===== config.mk =====
export PLATFORM = sky130hd
export DESIGN_NAME = tcm_port_arbiter
export DESIGN_NICKNAME = d
export VERILOG_FILES = /design/src/rtl/tcm_port_arbiter.sv
export SDC_FILE = /design/constraint.sdc
export NUM_CORES = 1
export LEC_CHECK = 0
export CAP_MARGIN = 20
export CORE_AREA = 2 2 101 103
export CTS_CLUSTER_DIAMETER = 50
export DETAILED_ROUTE_END_ITERATION = 8
export DIE_AREA = 0 0 103 105
export GPL_ROUTABILITY_DRIVEN = 0
export PLACE_DENSITY = 0.7
export SETUP_SLACK_MARGIN = 0.4
export SYNTH_ARGS = -nofsm -noshare
export SYNTH_HDL_FRONTEND = slang
export SYNTH_SLANG_ARGS = --single-unit
export TNS_END_PERCENT = 10

===== constraint.sdc =====
create_clock -name clk -period 2.3 [get_ports clk]
set_input_delay 0.23 -clock clk [delete_from_list [all_inputs] [get_ports clk]]
set_output_delay 0.23 -clock clk [all_outputs]
set_load 0.01 [all_outputs]

===== src/rtl/tcm_port_arbiter.sv =====
// tcm_port_arbiter: shares a single-port TCM between the core data port and a
// host (loader / signature readback) port. One access per cycle, combinational
// grant, one-cycle response latency. Contended cycles use a bounded-burst
// round-robin, and h_lock_i hands the memory exclusively to the host.
module tcm_port_arbiter #(
  parameter int AW        = 15,
  parameter int MAX_BURST = 4
) (
  input  logic          clk,
  input  logic          rst_n,
  // core port
  input  logic          c_req_i,
  input  logic          c_we_i,
  input  logic [3:0]    c_be_i,
  input  logic [AW-1:0] c_addr_i,
  input  logic [31:0]   c_wdata_i,
  output logic          c_gnt_o,
  output logic          c_rvalid_o,
  output logic [31:0]   c_rdata_o,
  // host port
  input  logic          h_req_i,
  input  logic          h_we_i,
  input  logic [3:0]    h_be_i,
  input  logic [AW-1:0] h_addr_i,
  input  logic [31:0]   h_wdata_i,
  output logic          h_gnt_o,
  output logic          h_rvalid_o,
  output logic [31:0]   h_rdata_o,
  input  logic          h_lock_i,
  // TCM macro
  output logic          mem_en_o,
  output logic [3:0]    mem_we_o,
  output logic [AW-1:0] mem_addr_o,
  output logic [31:0]   mem_wdata_o,
  input  logic [31:0]   mem_rdata_i
);

  typedef enum logic {
    OWNER_CORE = 1'b0,
    OWNER_HOST = 1'b1
  } owner_e;

  localparam logic [3:0] MAX_CNT = 4'(MAX_BURST);

  owner_e     last_winner_q, last_winner_d;
  logic [3:0] burst_cnt_q, burst_cnt_d;
  logic       resp_c_q, resp_h_q;
  logic       contended;
  logic       burst_open;
  logic       c_gnt, h_gnt;

  assign contended  = c_req_i & h_req_i;
  assign burst_open = (burst_cnt_q < MAX_CNT);

  // Winner selection; grants are held low while reset is asserted so that no
  // access reaches the TCM before the arbiter state is valid.
  always_comb begin
    // NOTE: every output of a combinational block gets a default first, so no
    // path through the if/else tree can leave it unassigned and infer a latch.
    c_gnt = 1'b0;
    h_gnt = 1'b0;
    if (rst_n) begin
      if (h_lock_i) begin
        h_gnt = h_req_i;
      end else if (contended) begin
        if (burst_open) begin
          h_gnt = (last_winner_q == OWNER_HOST);
        end else begin
          h_gnt = (last_winner_q == OWNER_CORE);
        end
        c_gnt = ~h_gnt;
      end else begin
        c_gnt = c_req_i;
        h_gnt = h_req_i;
      end
    end
  end

  // Next-state for the round-robin owner and its contended-run length.
  always_comb begin
    last_winner_d = last_winner_q;
    burst_cnt_d   = burst_cnt_q;
    if (c_gnt | h_gnt) begin
      last_winner_d = h_gnt ? OWNER_HOST : OWNER_CORE;
      // A locked, contended cycle is not a fair-share decision: the run length
      // is frozen so unlocking resumes where arbitration left off.
      if (!(h_lock_i && contended)) begin
        if (last_winner_d == last_winner_q) begin
          if (contended && burst_open) begin
            burst_cnt_d = burst_cnt_q + 4'd1;
          end
        end else begin
          burst_cnt_d = contended ? 4'd1 : 4'd0;
        end
      end
    end
  end

  // Memory-side mux; idle cycles drive zeros so the macro sees a quiet bus.
  always_comb begin
    mem_we_o    = 4'b0000;
    mem_addr_o  = '0;
    mem_wdata_o = 32'h0;
    if (h_gnt) begin
      mem_we_o    = h_be_i & {4{h_we_i}};
      mem_addr_o  = h_addr_i;
      mem_wdata_o = h_wdata_i;
    end else if (c_gnt) begin
      mem_we_o    = c_be_i & {4{c_we_i}};
      mem_addr_o  = c_addr_i;
      mem_wdata_o = c_wdata_i;
    end
  end

  // Arbiter state and response tracking registers.
  always_ff @(posedge clk or negedge rst_n) begin
    if (!rst_n) begin
      last_winner_q <= OWNER_CORE;
      burst_cnt_q   <= 4'd0;
      resp_c_q      <= 1'b0;
      resp_h_q      <= 1'b0;
    end else begin
      // NOTE: non-blocking assignments here so every register samples the
      // pre-edge values, independent of statement order.
      last_winner_q <= last_winner_d;
      burst_cnt_q   <= burst_cnt_d;
      resp_c_q      <= c_gnt;
      resp_h_q      <= h_gnt;
    end
  end

  assign c_gnt_o    = c_gnt;
  assign h_gnt_o    = h_gnt;
  assign mem_en_o   = c_gnt | h_gnt;
  assign c_rvalid_o = resp_c_q;
  assign h_rvalid_o = resp_h_q;
  assign c_rdata_o  = mem_rdata_i;
  assign h_rdata_o  = mem_rdata_i;

endmodule


# ---- After elaboration in Yosys (flattened, before gate mapping)
# Cells that the tools add are included.
dict set report word_totals {
  out_inout_bits 120
  word_cells 38
  regBits 7
  in_bits 141
}
dict set report classes {
  magnitude_cmp 1
  add_sub_neg 1
  n_mux 20
  eq_ne 2
  reduce_logical 3
  n_bitwise 7
}
# cell n
set op_table {}
lappend op_table {{32-bit 2-to-1 mux} 2}
lappend op_table {{15-bit 2-to-1 mux} 2}
lappend op_table {{4-bit 2-to-1 mux} 4}
lappend op_table {{1-bit 2-to-1 mux} 12}
lappend op_table {{4-bit AND} 2}
lappend op_table {{4-bit by 1-bit adder with 4-bit output, second input constant} 1}
lappend op_table {{4-bit by 3-bit < comparator with 1-bit output, second input constant} 1}
lappend op_table {{1-bit inverter} 3}
lappend op_table {{3-bit AND reduction} 1}
lappend op_table {{1-bit logical AND} 2}
lappend op_table {{2-bit by 1-bit != test with 1-bit output, second input constant} 1}
lappend op_table {{1-bit AND} 1}
lappend op_table {{1-bit equality test} 1}
lappend op_table {{1-bit bitwise OR} 1}

# ---- Logic depth before layout (Yosys ltp)
# Gate-level depths: netlist (run 1).
dict set report logic_depth {
  word_depth 12
  depth_mapped 7
  depth_no_buf 4
}

# ---- Worst setup path before layout (run 1)
# No wires, ideal clock.
dict set report synth_path {
  path_kind {reg-to-output}
  startpoint {register last_winner_q}
  endpoint {output port mem_addr_o[0]}
  required_ns 2.070
  path_buffers 3
  path_slack_ns 0.454
  arrival_time_ns 1.616
  path_stages_with_launch 8
  cell_sequence {dfrtp_1 buf_6 or3_4 a21oi_2 nor2_1 buf_6 buf_6 a22o_1}
}
dict set report synth_between {
  elab_chain_len 11
  word_cells_on_any_way 14
  cone_classes {12 x mux; 2 x bitwise}
}
# item line
set synth_rtl {}
lappend synth_rtl {{from (decl)} 45} ;# owner_e last_winner_q, last_winner_d;
lappend synth_rtl {{from (signal assigned)} 125} ;# last_winner_q <= last_winner_d;
lappend synth_rtl {{1-bit inverter} 69} ;# h_gnt = (last_winner_q == OWNER_CORE);
lappend synth_rtl {{1-bit 2-to-1 mux *} 66} ;# if (burst_open) begin
lappend synth_rtl {{1-bit 2-to-1 mux *} 65} ;# end else if (contended) begin
lappend synth_rtl {{1-bit 2-to-1 mux *} 63} ;# if (h_lock_i) begin
lappend synth_rtl {{1-bit 2-to-1 mux *} 62} ;# if (rst_n) begin
lappend synth_rtl {{1-bit inverter} 71} ;# c_gnt = ~h_gnt;
lappend synth_rtl {{1-bit 2-to-1 mux} 65}
lappend synth_rtl {{1-bit 2-to-1 mux} 63}
lappend synth_rtl {{1-bit 2-to-1 mux} 62}
lappend synth_rtl {{15-bit 2-to-1 mux} 108} ;# end else if (c_gnt) begin
lappend synth_rtl {{15-bit 2-to-1 mux *} 104} ;# if (h_gnt) begin
lappend synth_rtl {{to (decl)} 33} ;# output logic [AW-1:0] mem_addr_o,
# Every way passes the cells marked *; elsewhere a longest branch is shown, timed or not. The select of a mux whose other input is x is not followed.

# ---- Worst setup path in the final report (run 1)
dict set report layout_path {
  startpoint {register burst_cnt_q[3]}
  endpoint {output port mem_wdata_o[31]}
}
dict set report layout_between {
  elab_chain_len 11
  word_cells_on_any_way 14
  cone_classes {1 x order compare; 12 x mux; 1 x bitwise}
}
# item line
set layout_rtl {}
lappend layout_rtl {{from (decl)} 46} ;# logic [3:0] burst_cnt_q, burst_cnt_d;
lappend layout_rtl {{from (signal assigned)} 126} ;# burst_cnt_q <= burst_cnt_d;
lappend layout_rtl {{4-bit by 3-bit < comparator with 1-bit output *} 53} ;# assign burst_open = (burst_cnt_q < MAX_CNT);
lappend layout_rtl {{1-bit 2-to-1 mux *} 66}
lappend layout_rtl {{1-bit 2-to-1 mux *} 65}
lappend layout_rtl {{1-bit 2-to-1 mux *} 63}
lappend layout_rtl {{1-bit 2-to-1 mux *} 62}
lappend layout_rtl {{1-bit inverter} 71}
lappend layout_rtl {{1-bit 2-to-1 mux} 65}
lappend layout_rtl {{1-bit 2-to-1 mux} 63}
lappend layout_rtl {{1-bit 2-to-1 mux} 62}
lappend layout_rtl {{32-bit 2-to-1 mux} 108}
lappend layout_rtl {{32-bit 2-to-1 mux *} 104}
lappend layout_rtl {{to (decl)} 34} ;# output logic [31:0] mem_wdata_o,
# Marks and branches as above.

==> run summary, run 1 <==
Pleak: 1.318 nW
clk root buf: clkbuf_8
# IOs: 261
largest net degree at the start of global routing: 18
Initial Util: 14.58%
area leader, netlist: buf_4
Synth Register Bits: 7
top_reg_cell synth: dfrtp_1
initial antenna violation count: 0
DR pass1 iterations: 4
cts hold-fix bufs: 0
Post-synth top cells: 64 x buf_4, 47 x a22o_1, 7 x dfrtp_1
VDD IR-drop max: 0.0001552 V
share of layout cells above drive strength 1: 28.04%
GRT overflow: 0
Syn. warnings: 0
routed via count: 1778
via/cell ratio: 4.145
Synth Net Count: 308
first-pass GRT wire length: 9.867 mm
Mapped Avg Cell Area: 8.464 um2
worst clock skew: 0.0009886 ns
Detailed Route WL: 7.018 mm
status: completed
Post-synth EDFFs: 0
crit path kind: reg -> out
max-slew violations: 0
Die W: 103 um
I/O Buffers: 164
Hold WS: 0.3658 ns
H-tree levels: 1
die footprint: 10820 um2
P_sw: 0.0002585 W
FMAX: 0.4546 GHz
crit share post-route: 95.64%
Core Region: 9639 um2
worst rel slew slack: 79.76%
row count: 36
CP Capture Type: output pin
ys async rst share: 100.0%
CTS buffer count: 3
part of the power in combinational logic: 63.6%
cell with the most instances after synthesis: buf_4
Reg clk slew, reported paths: 0.04 ns
worst-path fanout max: 17
antenna cells: 0
RSZ-0062 raised after global routing: yes
later-pin clock latency in the skew report: 0.22 ns
Clock power frac: 19.3%
Switching Fraction: 29.42%
CP Launch Type: flop
Routed Antenna Nets: 0
Post-Syn Instances: 166
WL/cell: 16.36 um
die height: 105 um
number of setup violations in the final report: 0
hpwl dp: 5.097 mm
max-cap violations: 0
Synth area leaders: buf_4 34%, a22o_1 29%, dfrtp_1 12%
power per cell area: 288.9 nW/um2
Tot GR Track Use: 11.84%
Layout Nets: 439
CTS sink count: 7
Internal Pwr Total: 0.0006202 W
Worst-Margin Slew: 0.3025 ns
detailed router's first-iteration violation count: 95
vias in the first global route: 1892
cell area after synthesis: 1405 um2
TNS Setup: 0 ns
sequential-to-total area share from yosys stat: 12.47%
Worst EP arrival: 1.97 ns
top cell type's share of synthesized area: 34.19%
synth unique cells: 26
drc violations: 0
post-route minimum period: 2.200 ns
TritonCTS clock tree: built
Critical Path RT: 2.07 ns
synthesis-to-finish area growth: 116.5%
HP Class: in -> async
Sequential Power Share: 17.0%
Hold Fails Final Rpt: 0
Bufs on Longest Clock Path: 2
==> repair_timing <==
action | 4_1_cts | 5_1_grt
cloned | 4 | 0
resized for setup | 174 | 8
buffers inserted | 18 | 2
pin swaps | 10 | 2
setup endpoints to repair | 54 | 54
==> critical path, cell delays in order, from the launching register on <==
cell and delay [ns]:
dfrtp_1 0.39, or3_4 0.43, a21oi_4 0.17, nor2_4 0.08, buf_6 0.13, buf_16 0.14, a22o_1 0.24, buf_2 0.15
==> path summary, 6_finish.rpt <==
check	endpoint	from	cells after the start	slack [ns]
min reg2reg	burst_cnt_q[1]	burst_cnt_q[1]	1	0.50
min	burst_cnt_q[0]	rst_n	2	0.37
min in group clk	c_rdata_o[20]	mem_rdata_i[20]	0	0.46
max	mem_wdata_o[31]	burst_cnt_q[3]	7	0.10
max in group asynchronous	h_rvalid_o	rst_n	2	1.80
max reg2reg	c_rvalid_o	burst_cnt_q[3]	6	0.78
==> kinds of logic after synthesis <==
logic type / count (synthesis) / synth area share (%)
buffers and inverters: 78 / 40.61
multiplexers: 1 / 0.7124
adder cells (fa/ha/maj): 1 / 0.8903
AND/OR/NAND/NOR: 15 / 5.699
flip-flops: 7 / 12.47
AO/OA/AOI/OAI: 64 / 39.63
==> area by class of cell <==
type | count | area, um2
Timing Repair Buffer | 201 | 1967
Fill cell | 1031 | 6598
Inverter | 3 | 11.26
Clock buffer | 4 | 45.04
Multi-Input combinational cell | 81 | 676.9
Tap cell | 133 | 166.4
Sequential cell | 7 | 175.2
==> layer usage <==
| metal | up-vias | global-route usage [%] | wire length (um) |
|---|---|---|---|
| met3 | 28 | 2.876 | 735 |
| met1 | 793 | 13.15 | 2627 |
| met5 | - | 0 | 0 |
| met4 | 0 | 4.323 | 169 |
| li1 | 819 | - | - |
| met2 | 138 | 21.34 | 3486 |
==> cells in the final DEF, fill, tap and decap left out <==
cell type	instances
a21oi_1	2
a31oi_4	1
nand3_1	1
o221a_2	1
clkdlybuf4s50_1	112
buf_6	13
nand2b_1	1
buf_2	25
dfrtp_1	7
nand2_1	3
clkbuf_1	1
inv_1	3
a211o_1	1
clkdlybuf4s15_2	8
nor2_4	1
buf_12	6
clkbuf_8	3
nor3b_1	2
a32o_1	5
mux2i_1	1
or3_1	1
ha_1	1
o21ai_0	3
or3_4	1
clkdlybuf4s15_1	6
buf_4	19
a22o_1	47
a31oi_1	2
dlygate4sd2_1	9
buf_16	3
a21oi_4	1
nor2_1	4
a22oi_1	1
nor2b_2	1
==> stage by stage <==
| stage | setup slack (ns) | area [um2] | cells | util, % | total power [W] |
|---|---|---|---|---|---|
| 2_1_floorplan | 0.4538 | 1405 | 166 | - | 0.0004375 |
| 3_3_place_gp | -0.1579 | 2796 | 401 | 29.01 | 0.0006833 |
| 3_5_place_dp | -0.1407 | 2796 | 401 | 29.01 | 0.0006874 |
| 4_1_cts | 0.09180 | 3020 | 427 | 31.33 | 0.0008871 |
| 5_1_grt | 0.02868 | 3042 | 429 | 31.56 | 0.0009325 |
| 6_report | 0.1003 | 3042 | 429 | 31.56 | 0.0008787 |
==> power groups by stage <==
stage / logic [W] / clock network, W / registers [W]
final: 0.000559 / 0.000170 / 0.000149
after detailed placement: 0.000536 / 0 / 0.000151
after CTS: 0.000560 / 0.000178 / 0.000149
after global routing: 0.000598 / 0.000182 / 0.000152
after global placement: 0.000534 / 0 / 0.000149
after floorplan: 0.000288 / 0 / 0.000149
==> sequential cells by signal, summed over array words and instances (netlist names) <==
signal         count
last_winner_q      1
h_rvalid_o         1
c_rvalid_o         1
burst_cnt_q        4
Note: power is estimated with default switching activity, not from simulation.
==> run 2: changes to the inputs <==
CTS_CLUSTER_SIZE = 8   (was default)
==> results of run 2 <==
No change in the layout: final DEF, timing and power equal those of run 1.
